**src/rtl/serial_shift_engine.sv**
```systemverilog
// Self-sequencing bit-serial shifter: loads an operand on start, emits up to LIMIT bits in the
// chosen order and counts bits and ones. Define SERIAL_EARLY_EXIT_EN to stop once Q holds no 1s.
module serial_shift_engine #(
  parameter int unsigned WIDTH = 8,
  parameter int unsigned LIMIT = WIDTH,
  localparam int unsigned CW = $clog2(WIDTH + 1)
) (
  input  logic             clk,
  input  logic             rst,
  input  logic             start_i,
  input  logic [WIDTH-1:0] din_i,
  input  logic             msb_first_i,
  output logic             busy_o,
  output logic             ser_valid_o,
  output logic             ser_out_o,
  output logic             done_o,
  output logic [CW-1:0]    ones_o,
  output logic [CW-1:0]    bits_o
);

  typedef enum logic [1:0] {StIdle, StShift, StDone} state_e;

  state_e           state_q, state_d;
  logic [WIDTH-1:0] q_q, q_d;
  logic             order_q, order_d;
  logic [CW-1:0]    bits_q, bits_d;
  logic [CW-1:0]    ones_q, ones_d;

  logic             ser_bit;
  logic [WIDTH-1:0] q_shift;
  logic [CW-1:0]    bits_inc;
  logic             exhausted;

  assign ser_bit  = order_q ? q_q[WIDTH-1] : q_q[0];
  assign q_shift  = order_q ? {q_q[WIDTH-2:0], 1'b0} : {1'b0, q_q[WIDTH-1:1]};
  assign bits_inc = bits_q + CW'(1);

`ifdef SERIAL_EARLY_EXIT_EN
  // Nothing left to emit but zeros: finish on the bit just shifted out.
  assign exhausted = (q_shift == '0);
`else
  assign exhausted = 1'b0;
`endif

  always_comb begin
    state_d = state_q;
    q_d     = q_q;
    order_d = order_q;
    bits_d  = bits_q;
    ones_d  = ones_q;
    unique case (state_q)
      StIdle: begin
        if (start_i) begin
          q_d     = din_i;
          order_d = msb_first_i;
          bits_d  = '0;
          ones_d  = '0;
          state_d = StShift;
        end
      end
      StShift: begin
        q_d    = q_shift;
        bits_d = bits_inc;
        ones_d = ones_q + CW'(ser_bit);
        if (bits_inc == CW'(LIMIT) || exhausted) begin
          state_d = StDone;
        end
      end
      StDone: begin
        state_d = StIdle;
      end
      default: begin
        state_d = StIdle;
      end
    endcase
  end

  always_ff @(posedge clk or posedge rst) begin
    if (rst) begin
      state_q <= StIdle;
      q_q     <= '0;
      order_q <= 1'b0;
      bits_q  <= '0;
      ones_q  <= '0;
    end else begin
      state_q <= state_d;
      q_q     <= q_d;
      order_q <= order_d;
      bits_q  <= bits_d;
      ones_q  <= ones_d;
    end
  end

  always_comb begin
    busy_o      = (state_q != StIdle);
    ser_valid_o = (state_q == StShift);
    ser_out_o   = ser_valid_o & ser_bit;
    done_o      = (state_q == StDone);
    ones_o      = ones_q;
    bits_o      = bits_q;
  end

endmodule

```
**config.mk**
```make
export PLATFORM = sky130hd
export DESIGN_NAME = serial_shift_engine
export DESIGN_NICKNAME = d
export VERILOG_FILES = /design/src/rtl/serial_shift_engine.sv
export SDC_FILE = /design/constraint.sdc
export NUM_CORES = 1
export LEC_CHECK = 0
export CAP_MARGIN = 20
export CORE_MARGIN = 2
export CORE_UTILIZATION = 45
export CTS_CLUSTER_SIZE = 25
export DETAILED_ROUTE_END_ITERATION = 12
export GPL_ROUTABILITY_DRIVEN = 0
export HOLD_SLACK_MARGIN = 0.02
export PLACE_DENSITY = 0.77
export SYNTH_ARGS = -nofsm -noshare
export SYNTH_HDL_FRONTEND = slang
export SYNTH_SLANG_ARGS = --single-unit
export TNS_END_PERCENT = 5
```
**constraint.sdc**
```tcl
create_clock -name clk -period 4.6 [get_ports clk]
set_input_delay 1.15 -clock clk [delete_from_list [all_inputs] [get_ports clk]]
set_output_delay 1.15 -clock clk [all_outputs]
set_load 0.05 [all_outputs]
```
==> impl_metrics.tcl <==
set metrics [dict create \
    outcome "completed" \
    antenna_cells 0 \
    via_per_inst 5.380 \
    drive_gt1_frac 0.1557 \
    holdBufCountCts 0 \
    post_cts_resize_count 0 \
    die_width_um 53.24 \
    grt_max_degree 26 \
    setup.worst_path.start "state_q[0]$_DFFE_PP0P_" \
    fin_ws_ps 1214 \
    fmax_mhz 295.4 \
    syn-mean-instance-area_um2 10.80 \
    min_period_ps 3386 \
    rows 17 \
    clockRootBuffer "clkbuf_4" \
    maxCapViolations 0 \
    globalRouteTotalUtil 0.1744 \
    fin_hold_ws_ps 519.7 \
    core_mm2 0.002255 \
    final_core_util 0.5899 \
    synth_fp_nets 116 \
    die_area_mm2 0.002835 \
    report.final.hold_viol_count 0 \
    io_pins 24 \
    slew_viol_final 0 \
    vias 807 \
    rsz0062_at_grt "false" \
    cp_max_fo 14 \
    critical_path_required_ps 3450 \
    fin_skew_ps 2.067 \
    dieHeight_um 53.24 \
    final_nets 138 \
    drc 0 \
    antenna_left 0 \
    clkTransAtPathRegs_ps 110 \
    antenna_found_initial 0 \
    r2r-start "order_q$_DFFE_PP0P_" \
    grt_overflow 0 \
    ir_worst_vdd_uv 526.8 \
    synth_area_mm2 0.001091 \
    routedWlPerCell_um 13.44 \
    initial_utilization 0.4839 \
    syn_to_final_growth_pct 21.90 \
    worstPathArrival_ps 2240 \
    cts_buffers 3 \
    p_leak_nw 0.5701 \
    grt_pass1_wl_mm 3.484 \
    p_per_area_mw_per_mm2 812.3 \
    fin_tns_setup_ps 0 \
    setup_violations 0 \
    synthFlopType "dfrtp_1" \
    pre_cts_ws_ps 1537 \
    cp-start-kind "flop" \
    synth_edf_count 0 \
    n_fill_cell 222 \
    yosysWarnings 0 \
    post_cts_buffers 0 \
    grt_pass1_vias 806 \
    syn_inst 101 \
    drt_iter0_markers 10 \
    tightest_slew_ps 726.4 \
    async_flop_share 1.000 \
    min_from "ones_o[3]$_DFFE_PP0P_" \
    htreeDepth 1 \
    finalCritPeriodShare 0.7360 \
    cts_tree "done" \
    hold_path.class "flop to flop" \
    synth-seq-area-share 0.4358 \
    clockBufferDepth 2 \
    wirelength_mm 2.016 \
    clkLatencyLatePin_ps 290 \
    critPathCaptureType "output pin" \
    hpwl_mm 1.476 \
    drtPass1Iterations 4 \
    clock-sinks 19 \
    synth-seq-cells 19 \
    synth_cell_types 33 \
    port_buffers 23 \
    crit_type "flop to output pin" \
    relSlewSlack 0.5152 \
]
-- layer usage --
metal | share of wire | global-route usage | wire length [um]
met5 | 0 | 0 | 0
met4 | 0.013 | 0.1154 | 27
met3 | 0.041 | 0.01977 | 83
met2 | 0.49 | 0.2840 | 981
met1 | 0.46 | 0.2145 | 922
-- cell type report --
cell class              count  area, um^2  share of cell area
multi-input cells          73       551.8              0.4149
flip-flops and latches     19       475.5              0.3575
clock buffers               4       26.28             0.01976
inverters                   3       11.26            0.008467
well taps                  28       35.03             0.02634
repair buffers             23       230.2              0.1731
-- Yosys cell counts (2+ instances only) --
library cell  number  area share
a211oi_2           5       0.057
a21o_1             2       0.014
a21oi_1            2      0.0092
a22o_1             4       0.032
and2b_1            6       0.041
buf_4              4       0.028
buf_6              2       0.021
dfrtp_1           19        0.44
ha_1               3       0.034
inv_1              2      0.0069
mux2_2             2       0.021
nand2_1           13       0.045
nand3_1            2      0.0092
nor2_1             7       0.024
o21ai_0            6       0.028
o31ai_2            5       0.057
-- cells by family after synthesis --
logic type	share of synthesized area
adder cells (fa/ha/maj)	0.03441
multiplexers	0.02982
XOR/XNOR	0.01606
flip-flops	0.4358
AO/OA/AOI/OAI	0.2362
AND/OR/NAND/NOR	0.1892
buffers and inverters	0.05849
-- layout by cell type (no fill, tap or decap) --
| cell | count |
|---|---|
| dfrtp_1 | 19 |
| nand2b_1 | 1 |
| nor3_1 | 1 |
| and4bb_2 | 1 |
| o21ai_0 | 6 |
| nand2b_4 | 1 |
| and2b_1 | 6 |
| xnor2_1 | 1 |
| and2_1 | 1 |
| o31ai_2 | 5 |
| xor2_1 | 1 |
| nor2b_1 | 1 |
| inv_2 | 1 |
| o21bai_4 | 1 |
| nor3b_1 | 1 |
| o31ai_1 | 1 |
| nor2_1 | 7 |
| ha_1 | 3 |
| and4b_1 | 1 |
| a21o_1 | 2 |
| a211oi_2 | 5 |
| nand3_1 | 2 |
| a21oi_1 | 2 |
| a41oi_1 | 1 |
| mux2i_1 | 1 |
| and4_1 | 1 |
| inv_1 | 2 |
| clkbuf_1 | 1 |
| clkbuf_4 | 3 |
| a22o_1 | 4 |
| clkdlybuf4s50_1 | 23 |
| nand2_1 | 13 |
| a211oi_1 | 1 |
| mux2_2 | 2 |
-- worst max-delay path, stage by stage, from the launching register on --
cell	delay (ps)
dfrtp_1	560
nand2b_4	180
inv_2	240
and2_1	160
clkdlybuf4s50_1	790
-- path summary, 6_finish.rpt --
path | end | slack (ps) | depth (start not counted)
setup / recovery | ser_out_o | 1210 | 4
hold / removal | ones_o[3]$_DFFE_PP0P_ | 520 | 1
setup reg to reg | ones_o[2]$_DFFE_PP0P_ | 2730 | 6
hold reg to reg | ones_o[3]$_DFFE_PP0P_ | 520 | 1
max in group asynchronous | q_q[0]$_DFFE_PP0P_ | 2880 | 2
min in group asynchronous | ones_o[3]$_DFFE_PP0P_ | 1260 | 2
-- stage by stage --
stage | total power, mW | instances | cell area, um^2
2_1_floorplan | 0.8673 | 101 | 1091
3_3_place_gp | 0.9893 | 146 | 1304
3_5_place_dp | 1.008 | 146 | 1304
4_1_cts | 1.094 | 150 | 1330
5_1_grt | 1.165 | 150 | 1330
6_report | 1.080 | 150 | 1330
-- sequential cells by signal (all words and copies together), names as in the netlist --
register,cells
ones_o,4
q_q,8
bits_o,4
state_q,2
order_q,1
-- report_power, final --
group,internal (mW),switching [mW],leakage (nW)
Clock,0.0338,0.0506,0.0150
Combinational,0.284,0.364,0.320
Sequential,0.248,0.0995,0.235
Power figures use the tool's default switching activity.
